### src/rtl/mmio_uart_pkg.sv
// Shared constants and state type for the memory-mapped UART transmitter.
// Optional parity support is selected with the MMIO_UART_TX_PARITY_EN macro.
package mmio_uart_pkg;

  localparam logic [1:0] OFF_TXDATA = 2'd0;
  localparam logic [1:0] OFF_STATUS = 2'd1;
  localparam logic [1:0] OFF_BAUD   = 2'd2;
  localparam logic [1:0] OFF_CTRL   = 2'd3;

  localparam int ST_FULL      = 0;
  localparam int ST_EMPTY     = 1;
  localparam int ST_BUSY      = 2;
  localparam int ST_OVERFLOW  = 3;
  localparam int ST_LEVEL_LSB = 8;

  localparam int CTRL_TX_EN       = 0;
  localparam int CTRL_PARITY_ODD  = 1;

`ifdef MMIO_UART_TX_PARITY_EN
  typedef enum logic [2:0] {
    S_IDLE   = 3'd0,
    S_START  = 3'd1,
    S_DATA   = 3'd2,
    S_PARITY = 3'd3,
    S_STOP   = 3'd4
  } uart_state_t;
`else
  typedef enum logic [2:0] {
    S_IDLE  = 3'd0,
    S_START = 3'd1,
    S_DATA  = 3'd2,
    S_STOP  = 3'd4
  } uart_state_t;
`endif

  function automatic logic parity_bit(input logic [7:0] data, input logic odd);
    return (^data) ^ odd;
  endfunction

endpackage

### src/rtl/sync_fifo.sv
// Single-clock FIFO with level counter; a push into a full FIFO is accepted
// only when a pop happens in the same cycle.
module sync_fifo #(
  parameter int WIDTH = 8,
  parameter int DEPTH = 8
) (
  input  logic                     clk,
  input  logic                     rst,
  input  logic                     push,
  input  logic                     pop,
  input  logic [WIDTH-1:0]         wr_data,
  output logic [WIDTH-1:0]         rd_data,
  output logic                     full,
  output logic                     empty,
  output logic [$clog2(DEPTH):0]   level
);

  localparam int AW = $clog2(DEPTH);
  localparam int LW = AW + 1;

  logic [WIDTH-1:0] mem [DEPTH];
  logic [AW-1:0]    wr_ptr;
  logic [AW-1:0]    rd_ptr;
  logic             do_push;
  logic             do_pop;

  assign full    = (level == LW'(DEPTH));
  assign empty   = (level == '0);
  assign do_pop  = pop && !empty;
  assign do_push = push && (!full || do_pop);
  assign rd_data = mem[rd_ptr];

  // Pointers wrap naturally because DEPTH is a power of two.
  always_ff @(posedge clk) begin
    if (rst) begin
      wr_ptr <= '0;
      rd_ptr <= '0;
      level  <= '0;
    end else begin
      if (do_push) wr_ptr <= wr_ptr + 1'b1;
      if (do_pop)  rd_ptr <= rd_ptr + 1'b1;
      case ({do_push, do_pop})
        2'b10:   level <= level + 1'b1;
        2'b01:   level <= level - 1'b1;
        default: level <= level;
      endcase
    end
  end

  always_ff @(posedge clk) begin
    if (do_push) mem[wr_ptr] <= wr_data;
  end

endmodule

### src/rtl/mmio_uart_tx.sv
// Bus-mapped UART 8N1 transmitter: register decode, TX FIFO and serializer FSM.
// Define MMIO_UART_TX_PARITY_EN to add a selectable even/odd parity bit.
module mmio_uart_tx
  import mmio_uart_pkg::*;
#(
  parameter logic [31:0] BASE_ADDR        = 32'h1001_0000,
  parameter int          FIFO_DEPTH       = 8,
  parameter logic [15:0] DEFAULT_BAUD_DIV = 16'd434
) (
  input  logic        clk,
  input  logic        rst,
  input  logic [31:0] bus_addr,
  input  logic [31:0] bus_wrdata,
  input  logic        bus_wren,
  input  logic        bus_rden,
  output logic [31:0] bus_rddata,
  output logic        uart_tx
);

  localparam int LW = $clog2(FIFO_DEPTH) + 1;

  logic          hit;
  logic [1:0]    offset;
  logic          wr_hit;
  logic          push;
  logic          pop_req;
  logic          ovf_event;
  logic [7:0]    fifo_rd_data;
  logic          fifo_full;
  logic          fifo_empty;
  logic [LW-1:0] fifo_level;

  logic [15:0]   baud_div;
  logic          tx_en;
  logic          parity_odd;
  logic          overflow;

  uart_state_t   state, state_d;
  logic [15:0]   cnt, cnt_d;
  logic [2:0]    bit_idx, bit_d;
  logic [15:0]   div_q, div_d;
  logic [7:0]    data_q, data_d;
  logic          tx_bit;
  logic          last;
  logic          busy;

  logic          unused_bits;
  assign unused_bits = ^{bus_addr[1:0], bus_wrdata[31:16]};

  assign hit       = (bus_addr[31:4] == BASE_ADDR[31:4]);
  assign offset    = bus_addr[3:2];
  assign wr_hit    = bus_wren && hit;
  assign push      = wr_hit && (offset == OFF_TXDATA);
  assign ovf_event = push && fifo_full && !pop_req;
  assign busy      = (state != S_IDLE);

  sync_fifo #(
    .WIDTH (8),
    .DEPTH (FIFO_DEPTH)
  ) u_fifo (
    .clk     (clk),
    .rst     (rst),
    .push    (push),
    .pop     (pop_req),
    .wr_data (bus_wrdata[7:0]),
    .rd_data (fifo_rd_data),
    .full    (fifo_full),
    .empty   (fifo_empty),
    .level   (fifo_level)
  );

  // A new overflow event wins over a simultaneous W1C.
  always_ff @(posedge clk) begin
    if (rst) begin
      baud_div <= DEFAULT_BAUD_DIV;
      tx_en    <= 1'b1;
      overflow <= 1'b0;
    end else begin
      if (wr_hit && offset == OFF_BAUD)
        baud_div <= (bus_wrdata[15:0] == 16'd0) ? 16'd1 : bus_wrdata[15:0];
      if (wr_hit && offset == OFF_CTRL)
        tx_en <= bus_wrdata[CTRL_TX_EN];
      if (ovf_event)
        overflow <= 1'b1;
      else if (wr_hit && offset == OFF_STATUS && bus_wrdata[ST_OVERFLOW])
        overflow <= 1'b0;
    end
  end

`ifdef MMIO_UART_TX_PARITY_EN
  always_ff @(posedge clk) begin
    if (rst)
      parity_odd <= 1'b0;
    else if (wr_hit && offset == OFF_CTRL)
      parity_odd <= bus_wrdata[CTRL_PARITY_ODD];
  end
`else
  assign parity_odd = 1'b0;
`endif

  always_comb begin
    bus_rddata = '0;
    if (bus_rden && hit) begin
      case (offset)
        OFF_STATUS: begin
          bus_rddata[ST_FULL]              = fifo_full;
          bus_rddata[ST_EMPTY]             = fifo_empty;
          bus_rddata[ST_BUSY]              = busy;
          bus_rddata[ST_OVERFLOW]          = overflow;
          bus_rddata[ST_LEVEL_LSB +: 8]    = 8'(fifo_level);
        end
        OFF_BAUD: bus_rddata[15:0] = baud_div;
        OFF_CTRL: begin
          bus_rddata[CTRL_TX_EN]      = tx_en;
          bus_rddata[CTRL_PARITY_ODD] = parity_odd;
        end
        default: bus_rddata = '0;
      endcase
    end
  end

  always_ff @(posedge clk) begin
    if (rst) begin
      state   <= S_IDLE;
      cnt     <= '0;
      bit_idx <= '0;
      div_q   <= DEFAULT_BAUD_DIV;
      data_q  <= '0;
    end else begin
      state   <= state_d;
      cnt     <= cnt_d;
      bit_idx <= bit_d;
      div_q   <= div_d;
      data_q  <= data_d;
    end
  end

  // Each symbol is held div_q cycles; the baud divisor is frozen at pop time.
  always_comb begin
    state_d = state;
    cnt_d   = cnt;
    bit_d   = bit_idx;
    div_d   = div_q;
    data_d  = data_q;
    pop_req = 1'b0;
    tx_bit  = 1'b1;
    last    = (cnt == div_q - 16'd1);
    case (state)
      S_IDLE: begin
        if (!fifo_empty && tx_en) begin
          pop_req = 1'b1;
          data_d  = fifo_rd_data;
          div_d   = baud_div;
          cnt_d   = '0;
          bit_d   = '0;
          state_d = S_START;
        end
      end
      S_START: begin
        tx_bit = 1'b0;
        if (last) begin
          cnt_d   = '0;
          state_d = S_DATA;
        end else begin
          cnt_d = cnt + 16'd1;
        end
      end
      S_DATA: begin
        tx_bit = data_q[bit_idx];
        if (last) begin
          cnt_d = '0;
          if (bit_idx == 3'd7) begin
`ifdef MMIO_UART_TX_PARITY_EN
            state_d = S_PARITY;
`else
            state_d = S_STOP;
`endif
          end else begin
            bit_d = bit_idx + 3'd1;
          end
        end else begin
          cnt_d = cnt + 16'd1;
        end
      end
`ifdef MMIO_UART_TX_PARITY_EN
      S_PARITY: begin
        tx_bit = parity_bit(data_q, parity_odd);
        if (last) begin
          cnt_d   = '0;
          state_d = S_STOP;
        end else begin
          cnt_d = cnt + 16'd1;
        end
      end
`endif
      S_STOP: begin
        tx_bit = 1'b1;
        if (last) begin
          cnt_d   = '0;
          state_d = S_IDLE;
        end else begin
          cnt_d = cnt + 16'd1;
        end
      end
      default: state_d = S_IDLE;
    endcase
  end

  assign uart_tx = tx_bit;

endmodule
### config.mk
export PLATFORM = sky130hd
export DESIGN_NAME = mmio_uart_tx
export DESIGN_NICKNAME = d
export VERILOG_FILES = /design/src/rtl/mmio_uart_pkg.sv /design/src/rtl/sync_fifo.sv /design/src/rtl/mmio_uart_tx.sv
export SDC_FILE = /design/constraint.sdc
export NUM_CORES = 1
export LEC_CHECK = 0
export CAP_MARGIN = 30
export CORE_MARGIN = 3
export CORE_UTILIZATION = 54
export DETAILED_ROUTE_END_ITERATION = 10
export GPL_ROUTABILITY_DRIVEN = 0
export GPL_TIMING_DRIVEN = 1
export PLACE_DENSITY = 0.84
export SLEW_MARGIN = 20
export SYNTH_ARGS = -nofsm -noshare
export SYNTH_HDL_FRONTEND = slang
export SYNTH_SLANG_ARGS = --single-unit
### constraint.sdc
create_clock -name clk -period 4.2 [get_ports clk]
set_input_delay 0.42 -clock clk [delete_from_list [all_inputs] [get_ports clk]]
set_output_delay 0.42 -clock clk [all_outputs]
set_load 0.03 [all_outputs]
# After elaboration in Yosys (flattened, before gate mapping)
# Memories as Yosys holds them, arrays and structs flattened. A register that Yosys moved wholly into a read port is not among the register bits.
# Index checks and enable logic that the tools add are counted.
# word_totals
reg_bits	66
ram_bits	64
out_inout_bits	33
input_bits	68
wordCells	96
n_memories	1
# memory_table
name	words	width	read_ports	rd_ports_with_merged_regs	wr	line_no	source
u_fifo.mem	8	8	1	1	1	sync_fifo.sv:21	logic [WIDTH-1:0] mem [DEPTH];
# classes
mux	29
eq_ne	18
order_cmp	1
add_sub_neg	7
n_reduce_logical	30
# op_table
op	count
$mux 16	4
$pmux 16 s2	1
$eq 28x25->1 const B	1
$mux 3	8
$add 16x1->16 const B	1
$eq 16x16->1	1
$logic_not 16->1	1
$pmux 8 s2	1
$sub 16x1->16 const B	1
$logic_and 1x1->1	12
$ne 2x2->1 const B	6
$pmux 3 s4	1
$add 3x1->3 const B	3
$pmux 4 s2	1
$reduce_bool 2->1	4
$mux 1	7
$eq 2x2->1 const B	3
$eq 3x3->1 const B	2
$pmux 2 s3	1
$pmux 3 s2	1
$reduce_and 5->1	1
$add 4x1->4 const B	1
$eq 2x1->1 const B	2
$eq 4x4->1 const B	1
17 further kinds	20

# Logic depth before layout (Yosys ltp)
# Gate-level depths: netlist of run 1.
# depth
word_depth	10
mapped_depth	14
mapped_depth_nobuf	12

# Hierarchy
# A second synthesis of run 1 with hierarchy kept.
# unflattened
hier_cells	634
hier_area_um2	6932.9
# modules_own_cells
module	area_per_inst_um2	cells_per_inst	seq_area_each_um2	instances
mmio_uart_tx	3717.3	455	1281.2	1
sync_fifo	3215.6	179	2182.1	1

# Least setup slack after synthesis of run 1
# Ideal clock, no wire load.
# synth_timing
path_kind	input -> register
startpoint	in bus_addr[25]
endpoint	reg u_fifo.level[3]
arrival_time_ns	2.945
cell_stages	13
n_path_buf	1
setup_slack_ns	1.185
setup_ns	0.070
path_cell_list	nor4b_1 nand4_1 nor3_1 and3_1 clkbuf_1 inv_1 ha_1 ha_1 a21o_1 a21oi_1 xnor2_1 or3_1 a21oi_1
# synth_between
elab_chain_len	6
# synth_lines
item	line_no	source
start: declaration	mmio_uart_tx.sv:12	input logic [31:0] bus_addr,
$eq 28x25->1 (*)	mmio_uart_tx.sv:50	assign hit = (bus_addr[31:4] == BASE_ADDR[31:4]);
$logic_and 1x1->1 (*)	mmio_uart_tx.sv:52	assign wr_hit = bus_wren && hit;
$logic_and 1x1->1 (*)	mmio_uart_tx.sv:53	assign push = wr_hit && (offset == OFF_TXDATA);
$logic_and 1x1->1 (*)	sync_fifo.sv:30	assign do_push = push && (!full || do_pop);
$eq 2x1->1 / $eq 2x2->1 (equally long branches)	sync_fifo.sv:42	case ({do_push, do_pop})
$pmux 4 s2 / $reduce_bool 2->1 (equally long branches)	--	
end signal: assignment	sync_fifo.sv:43	2'b10: level <= level + 1'b1;
end signal: assignment	sync_fifo.sv:44	2'b01: level <= level - 1'b1;
end signal: assignment	sync_fifo.sv:45	default: level <= level;
end: declaration	sync_fifo.sv:15	output logic [$clog2(DEPTH):0] level
# Mark *: on every way between the ends. The rest lies on a longest branch, timed or not.
# A chain may end at the register's enable or synchronous reset.

# Final worst setup path of run 1
# layout_timing
startpoint	reg u_fifo.level[3]
endpoint	reg u_fifo.level[3]
# layout_between
elab_chain_len	10
# layout_lines
item	line_no	source
$logic_not 4->1	sync_fifo.sv:28	assign empty = (level == '0);
$logic_not 1->1	sync_fifo.sv:29, mmio_uart_tx.sv:150	
$logic_and 1x1->1	mmio_uart_tx.sv:150	if (!fifo_empty && tx_en) begin
$mux 1	mmio_uart_tx.sv:150	
$mux 1	mmio_uart_tx.sv:148	case (state)
$logic_and 1x1->1	sync_fifo.sv:29	assign do_pop = pop && !empty;
$logic_or 1x1->1	sync_fifo.sv:30	
$logic_and 1x1->1	sync_fifo.sv:30	
$eq 2x1->1 / $eq 2x2->1 (equally long branches)	sync_fifo.sv:42	
$pmux 4 s2 / $reduce_bool 2->1 (equally long branches)	--	
# Parallel ways exist; a longest one is shown, timed or not.

==> flow_summary.yaml, run 1 <==
outcome:
  status: "finished clean"
sta:
  setup_slack_ps: 757.4
  relSlewSlack_pct: 36.33
  rsz0062_at_grt: "no"
  skew_ps: 5.809
  whs_ps: 398.8
  min_period_ps: 3443
  slew_viol_final: 0
  finalSetupViolCount: 0
  fin_tns_setup_ps: 0
  worst_pin_slew_ps: 942.7
  max_freq_mhz: 290.5
  period_share_pct: 81.97
  finalHoldViolCount: 0
grt:
  grt_max_degree: 56
  grt_pass1_vias: 4982
  grt_pass1_wl_um: 24500
  antenna_found_initial: 0
  overflow: 0
  grt_usage_pct: 22.21
clock_network:
  clk_latency_ps: 420
  cts_hold_buf: 0
  cts_buffers: 17
  postCtsSetupRepairBufs: 0
  cts_tree: "done"
  cts.sinks: 138
  path_clk_slew_ps: 60
  cts_buffer_depth: 2
  cts_htree_levels: 4
  cts_root_buf: "clkbuf_16"
  cts_resized: 0
run:
  cap_violations: 0
synthesis:
  ys_ff_latch: 138
  seq_area_frac_synth_pct: 50.57
  synth_edf_count: 64
  synth_top_area_cell: "edfxtp_1"
  yosysMostFrequentCell: "dfxtp_1"
  yosysUniqueCellTypes: 68
  async_flop_share_pct: 0
  synth_top_area_share_pct: 28.56
  ys_top_cells_by_area: "edfxtp_1 (29%), dfxtp_1 (22%), mux4_2 (6.0%)"
  synth-main-ff-cell: "dfxtp_1"
  syn_area_per_cell_sq_um: 11.11
  synth_area_sq_um: 6730
  synth_top_cells_by_count: "dfxtp_1 (74), edfxtp_1 (64), nor2_1 (52)"
  syn_inst: 606
  yosys_warnings: 0
layout:
  n_fill_cell: 885
  diodes: 0
  syn_to_final_growth_pct: 20.30
  fin_nets: 755
  drive_gt1_share_pct: 11.39
  final_area_sq_um: 8097
  final_cells: 853
place:
  place_ws_ps: 573.1
  portBuffers: 66
  hpwl_um: 10440
  dp_cells: 820
  dpl_cell_area_sq_um: 7492
critical_path:
  slowest_delay_ps: 890
  cp_slowest_cell: "o41ai_1"
  criticalPathCategory: "reg2reg"
  worst_setup_path_start_kind: "register"
  critical_path_peak_fanout: 37
  crit_chain: "o41ai_1 -> or4_1 -> inv_2 -> ha_1 -> ha_1 -> a21o_1 -> a21oi_1 -> xnor2_1 -> or3_1 -> a21oi_1"
  worstPathRequired_ps: 4550
  worst-path-buf-inv: 1
  cpLargestDelayFamily: "compound AO/OA/AOI/OAI gates"
  critPathCaptureType: "register"
  cp.arrival_ps: 3790
routing:
  drtPass1Iterations: 5
  drt_iter0_drc: 463
  post-route-drc-count: 0
  routed_wirelength_um: 14850
  num_vias: 4940
  drtAntennaViolNets: 0
  vias_per_cell: 5.791
  wl_per_cell_um: 17.41
worst_hold_path:
  hp-class: "in2reg"
power_and_ir_drop:
  p_leak_nw: 2.719
  ir_drop_uv: 350.7
  power_density_nw_per_um2: 373.0
floorplanning:
  core.rowCount: 40
  start_util_pct: 55.57
  io_pins: 101
  core-area_sq_um: 12110
  die_w_um: 117.6
  dieArea_sq_um: 13840
  fp.dieH_um: 117.6
==> layout make-up <==
type	instances	area [sq um]	area share, %
flip-flops and latches	138	3403	42.03
multi-input cells	423	3088	38.14
repair buffers	76	735.7	9.087
clock buffers	18	429.2	5.301
well taps	168	210.2	2.596
clock inverters	14	170.2	2.102
inverters	16	60.06	0.7418
==> state kept, by name, indices dropped and copies added, names as in the netlist, 4 cells and up <==
register,flops
baud_div,16
cnt,16
data_q,8
div_q,16
u_fifo.level,4
u_fifo.mem,64
==> path summary, 6_finish.rpt <==
kind                                startpoint                      endpoint  slack, ps  depth (start not counted)
setup / recovery  u_fifo.level[3]$_SDFFE_PP0P_  u_fifo.level[3]$_SDFFE_PP0P_        760                         10
hold / removal                             rst           cnt[1]$_SDFFE_PP0P_        400                          2
setup reg to reg  u_fifo.level[3]$_SDFFE_PP0P_  u_fifo.level[3]$_SDFFE_PP0P_        760                         10
hold reg to reg          overflow$_SDFFE_PP0P_         overflow$_SDFFE_PP0P_        470                          2
==> worst register-to-register path, cell delays in order, from the launching register on <==
cell and delay (ps):
dfxtp_1 370, o41ai_1 900, or4_1 260, inv_2 260, ha_1 360, ha_1 300, a21o_1 180, a21oi_1 170
xnor2_1 110, or3_1 320, a21oi_1 150
==> cell usage in the layout (no fill, tap or decap), drive strengths merged, types with 4 or more instances in the layout <==
| master | count |
|---|---|
| a31oi | 4 |
| nor3b | 4 |
| nand3b | 6 |
| mux4 | 18 |
| a211o | 6 |
| dfxtp | 74 |
| inv | 19 |
| or3 | 4 |
| nor2b | 12 |
| o21ai | 4 |
| nand2b | 4 |
| mux2i | 24 |
| edfxtp | 64 |
| nand2 | 51 |
| a211oi | 11 |
| xor2 | 17 |
| ha | 14 |
| nor3 | 26 |
| nor4 | 15 |
| a22oi | 5 |
| buf | 10 |
| and3 | 12 |
| xnor2 | 20 |
| nor2 | 53 |
| conb | 16 |
| a21oi | 25 |
| clkdlybuf4s50 | 65 |
| nor4b | 5 |
| clkinv | 6 |
| clkbuf | 19 |
| nand3 | 14 |
| nand4 | 9 |
==> kinds of logic after synthesis <==
logic type	count (synthesis)	share of synthesized area, %
AO/OA/AOI/OAI	79	8.905
XOR/XNOR	37	4.815
adder cells (fa/ha/maj)	16	3.049
buffers and inverters	60	4.480
flip-flops	138	50.57
multiplexers	43	9.760
other	1	0.05572
AND/OR/NAND/NOR	232	18.37
==> per-layer routing <==
| metal | vias to the layer above | GRT usage (%) | share of wire (%) |
|---|---|---|---|
| li1 | 2346 | - | - |
| met1 | 2402 | 27.73 | 42 |
| met2 | 164 | 37.08 | 51 |
| met3 | 28 | 4.757 | 5.2 |
| met4 | 0 | 10.18 | 2.4 |
| met5 | - | 0 | 0 |
==> stage by stage <==
step | power (mW) | utilization, %
global route | 3.107 | 66.85
floorplan | 1.486 | -
finish | 3.020 | 66.85
detailed placement | 1.541 | 61.86
global placement | 1.538 | 61.74
CTS | 3.032 | 66.81
==> power breakdown <==
part / total [mW] / leakage [nW] / internal, mW / switching [mW]
logic: 0.110 / 1.26 / 0.0475 / 0.0620
registers: 1.40 / 1.17 / 1.40 / 0.00000000676
clock network: 1.51 / 0.286 / 0.935 / 0.571
(Power assumes the default switching activity.)
==> run 2: changes to the inputs <==
--- a/config.mk
+++ b/config.mk
@@ -7,11 +7,11 @@
 export LEC_CHECK = 0
 export CAP_MARGIN = 30
 export CORE_MARGIN = 3
-export CORE_UTILIZATION = 54
+export CORE_UTILIZATION = 49
 export DETAILED_ROUTE_END_ITERATION = 10
 export GPL_ROUTABILITY_DRIVEN = 0
 export GPL_TIMING_DRIVEN = 1
-export PLACE_DENSITY = 0.84
+export PLACE_DENSITY = 0.8
 export SLEW_MARGIN = 20
 export SYNTH_ARGS = -nofsm -noshare
 export SYNTH_HDL_FRONTEND = slang
==> constraint.sdc (replaced) <==
create_clock -name clk -period 2.84 [get_ports clk]
set_input_delay 0.284 -clock clk [delete_from_list [all_inputs] [get_ports clk]]
set_output_delay 0.284 -clock clk [all_outputs]
set_load 0.03 [all_outputs]
==> run 2 against run 1 <==
  * Worst hold slack lost 97 ps
  * Cell count grew 5.0%
  * Power grew 49%
  * Design area grew 3.4%
  * First-iteration DRC count shrank 35%
  * Utilization shrank 4.1 points
  * Critical path type unchanged
  * Critical endpoint is now cnt[14]$_SDFFE_PP0P_
==> flow_summary.yaml, run 2 (synthesis gave the netlist of run 1 again) <==
worst_hold_path:
  min_to: "cnt[1]$_SDFFE_PP0P_"
  hp-start: "rst"
  hp-class: "in2reg"
  hold_depth: 2
sta:
  worst_pin_slew_ps: 853.5
  slew_viol_final: 0
  period_share_pct: 95.12
  relSlewSlack_pct: 43.02
  min_period_ps: 2701
  finalSetupViolCount: 0
  setup_slack_ps: 138.6
  skew_ps: 6.949
  max_freq_mhz: 370.2
  finalHoldViolCount: 0
floorplanning:
  dieArea_sq_um: 15180
  die_w_um: 123.2
  core-area_sq_um: 13350
  core.rowCount: 42
  fp.dieH_um: 123.2
  io_pins: 101
  start_util_pct: 50.42
clock_network:
  cts_htree_levels: 4
  cts_buffer_depth: 2
  cts.sinks: 138
  cts_tree: "done"
  cts_buffers: 17
  cts_root_buf: "clkbuf_16"
  clk_latency_ps: 430
  path_clk_slew_ps: 60
  cts_hold_buf: 0
routing:
  drt_iter0_drc: 301
  wl_per_cell_um: 17.30
  drtAntennaViolNets: 0
  vias_per_cell: 5.711
  routed_wirelength_um: 15500
  drtPass1Iterations: 5
  num_vias: 5117
  post-route-drc-count: 0
power_and_ir_drop:
  ir_drop_uv: 583.0
  power.total_mw: 4.492
  power_density_nw_per_um2: 536.3
  p_leak_nw: 2.948
layout:
  drive_gt1_share_pct: 18.47
  fin_nets: 790
  fin_util_pct: 62.74
  syn_to_final_growth_pct: 24.43
  final_common_cell: "dfxtp_1"
  largest_reg_flops: 64
  diodes: 0
  top_register: "u_fifo.mem"
  final_cell_mix: "dfxtp_1 (74), edfxtp_1 (64), buf_4 (57)"
grt:
  antenna_found_initial: 0
  grt_pass1_wl_um: 25590
  grt_max_degree: 55
  grt_usage_pct: 21.97
  overflow: 0
  grt_pass1_vias: 5141
place:
  hpwl_um: 11160
  place_ws_ps: -277.3
  portBuffers: 66
run:
  cap_violations: 0
critical_path:
  r2r_cells: 10
  cp.arrival_ps: 3000
  rrSetupSlack_ps: 140
  timing.rr.start: "div_q[1]$_SDFFE_PP1N_"
  worst_setup_path_start_kind: "register"
  criticalPathCategory: "reg2reg"
  critPathCaptureType: "register"
  critical_path_peak_fanout: 14
  worstPathRequired_ps: 3140
  rr_endpoint: "cnt[14]$_SDFFE_PP0P_"
outcome:
  status: "finished clean"
## run 2: changes by cell type in the layout (fill, tap and decap cells not counted), sizes merged
cell,before,now
clkinvlp,2,0
dlygate4sd2,0,2
buf,10,60
clkbuf,19,20
dlymetal6s2s,0,1
clkdlybuf4s50,65,48
## run 2: metal layers
metal	GRT usage, %	share of wire (%)	routed length (um)	vias to the layer above
met1	27.02	41	6379	2516
met2	36.12	51	7905	164
met5	0	0	0	-
li1	-	-	-	2401
met3	6.267	5.4	835	36
met4	9.550	2.5	382	0
## run 2: stage by stage
stage          instances  hold WS, ps  setup TNS, ps  instance area (sq um)
2_1_floorplan        621        382.9              0                   6792
3_3_place_gp         862        444.5         -220.5                   7720
3_5_place_dp         863        446.8         -526.5                   7725
4_1_cts              895        266.8              0                   8329
5_1_grt              896        308.2         -3.169                   8374
6_report             896        301.9              0                   8374
## run 2: timing repair
action                     CTS  global route
hold endpoints to repair     0             0
gates resized for setup      3             5
cloned                       0             0
pin swaps                    0             2
setup endpoints to repair    4            18
setup buffers                0             1
## run 2: how the worst max path moves through the flow
stage                                 start                      endpoint  slack, ps  cells after the start
2_1_floorplan                  bus_addr[25]  u_fifo.level[3]$_SDFFE_PP0P_         50                     13
3_3_place_gp   u_fifo.level[3]$_SDFFE_PP0P_  u_fifo.level[3]$_SDFFE_PP0P_       -190                     10
3_5_place_dp                   bus_addr[10]  u_fifo.level[3]$_SDFFE_PP0P_       -280                     13
4_1_cts             bit_idx[0]$_SDFFE_PP0P_                       uart_tx         10                      5
5_1_grt               div_q[1]$_SDFFE_PP1N_           cnt[5]$_SDFFE_PP0P_         -3                     10
6_report              div_q[1]$_SDFFE_PP1N_          cnt[14]$_SDFFE_PP0P_        140                     10
## run 2: area by class of cell
| cell class | count | area, sq um |
|---|---|---|
| clock buffer | 20 | 436.7 |
| clock inverter | 12 | 165.2 |
| fill | 1020 | 4974 |
| inverter | 16 | 60.06 |
| multi-input combinational | 423 | 3120 |
| sequential | 138 | 3403 |
| tap | 176 | 220.2 |
| timing repair buffer | 111 | 968.4 |
## run 2: critical path: stages (launching register included)
cell and delay [ps]:
dfxtp_1 380, inv_1 90, ha_1 230, and2b_1 200
or3_1 360, a31oi_1 180, nand4_1 190, a2111o_4 540
a21oi_4 200, buf_12 150, nor3_1 60
## run 2: power by group
| group | internal (mW) | total (mW) | switching, mW |
|---|---|---|---|
| Sequential | 2.08 | 2.08 | 0.00000000573 |
| Clock | 1.39 | 2.25 | 0.855 |
| Combinational | 0.0748 | 0.167 | 0.0924 |
| Total | 3.54 | 4.49 | 0.947 |
==> variant (config.mk and constraints of run 1) <==
Encoding of `uart_state_t`: now one-hot (4 bits for 4 states).
--- a/src/rtl/mmio_uart_pkg.sv
+++ b/src/rtl/mmio_uart_pkg.sv
@@ -27,7 +27,7 @@
 `else
-  typedef enum logic [2:0] {
-    S_IDLE  = 3'd0,
-    S_START = 3'd1,
-    S_DATA  = 3'd2,
-    S_STOP  = 3'd4
+  typedef enum logic [3:0] {
+    S_IDLE  = 4'b0001,
+    S_START = 4'b0010,
+    S_DATA  = 4'b0100,
+    S_STOP  = 4'b1000
   } uart_state_t;
Formal check against the unedited RTL: same outputs for any inputs over 4 cycles, from zero or initial values and one cycle with rst high; so few cycles prove little.
==> variant against run 1 <==
- sequential cell count rose by 1
- routed wire length rose by 7.5%
- global-route usage rose by 1.4 points
- final cell count rose by 2.0%
- design area fell by 0.17%
- synthesized area rose by 0.35%
- power rose by 0.74%
- via count rose by 5.0%
- setup slack improved by 0.019 ns
- critical path depth fell by 2
- largest power group unchanged
==> variant: results (changes against run 1) <==
Parameter                              Value

Outcome
  Status ... complete, no violations

Layout
  Share of post-route cells with drive strength above 1 ... 10.83% (-0.56 points)
  Share of final layout cell area taken by non-clock buffers ... 9.133% (+0.046 points)
  Number of inserted filler cells in the final layout ... 897 (+1.4%)
  Multi-input comb cells ... 437 (+3.3%)
  Register share of the cell area ... 42.37% (+0.33 points)
  Proportion of cell area occupied by multi-input gates ... 37.71% (-0.43 points)
  Number of non-clock inverters ... 17 (+1)
  Number of ordinary and repair buffers in the finished layout ... 77 (+1.3%)
  Clock-cell share of area ... 7.399% (about the same)

Power and ir drop
  Design internal power ... 2.357 mW (-1.3%)
  Max VDD drop ... 312.8 uV (-11%)
  Static leakage power ... 2.739 nW (+0.75%)
  Switch share ... 22.52% (+1.6 points)

Synth
  Cell types with the highest counts after synthesis ... 76 x sky130_fd_sc_hd__nand2_1, 75 x sky130_fd_sc_hd__dfxtp_1, 64 x sky130_fd_sc_hd__edfxtp_1
  Share of synthesized cell area in full adder, half adder and majority cells ... 2.890% (-0.16 points)
  Complex-gate fraction of the synthesized area ... 10.71% (+1.8 points)
  Multiplexer fraction of the synthesized cell area ... 7.947% (-1.8 points)
  Area share of xor/xnor cells in the synthesized design ... 4.928% (+0.11 points)
  Cell types occupying the most area after synthesis ... sky130_fd_sc_hd__edfxtp_1 28%, sky130_fd_sc_hd__dfxtp_1 22%, sky130_fd_sc_hd__mux4_2 6.0%, sky130_fd_sc_hd__nand2_1 4.2%, sky130_fd_sc_hd__a211oi_1 2.8%
  Synthesized instance count ... 632 (+4.3%)
  Most used standard cell by instance count after synthesis ... sky130_fd_sc_hd__nand2_1

GRT
  Global-route wire length before repair ... 25,960 um (+6.0%)
  Maximum number of pins on one net before global-route repair ... 43 (-23%)
  Fraction of met1 tracks used by global routing ... 28.07% (+0.34 points)
  Global Route met3 Usage ... 5.334% (+0.58 points)

Route
  Wire length per cell after detailed routing ... 18.34 um (+5.4%)
  Routed met2 length ... 8226 um (+9.6%)
  Via/cell ratio ... 5.961 (+2.9%)
  Total met3 wirelength after detailed routing ... 997 um (+29%)

Place
  Detail Placement HPWL ... 10,760 um (+3.1%)
  Count of placed standard cells including taps ... 838 (+2.2%)
  Pre-CTS setup slack ... 0.7277 ns (+0.1545 ns)
  Placed cell areas ... 7485 um^2 (-0.10%)

Worst setup path
  Highest fanout seen on the critical path ... 9 (-76%)

Timing
  Worst Tran Pin Value ... 0.9552 ns (+0.01252 ns)
  Worst-case clock skew ... 0.01072 ns (+0.004908 ns)

CTS
  Clock sinks ... 139 (+0.72%)

Worst hold path
  Path class of the lowest-slack min-delay path ... reg2reg
-- variant: worst paths after layout --
path                                              startpoint                           end  slack, ns
worst max-delay path                            bus_addr[19]                 bus_rddata[8]       0.78
worst min-delay path                  div_q[15]$_SDFFE_PP0N_        div_q[15]$_SDFFE_PP0N_       0.47
worst max register to register  u_fifo.level[3]$_SDFFE_PP0P_  u_fifo.level[3]$_SDFFE_PP0P_       0.91
worst min register to register        div_q[15]$_SDFFE_PP0N_        div_q[15]$_SDFFE_PP0N_       0.47
-- variant: worst max-delay path, stage by stage --
cell and delay, ns:
sky130_fd_sc_hd__clkdlybuf4s50_1 0.40, sky130_fd_sc_hd__nor4_1 0.37, sky130_fd_sc_hd__nand4_1 0.17, sky130_fd_sc_hd__nor2_1 0.16, sky130_fd_sc_hd__and2_1 0.34, sky130_fd_sc_hd__nand2_1 0.23
sky130_fd_sc_hd__nor2_1 0.20, sky130_fd_sc_hd__clkdlybuf4s50_1 0.72
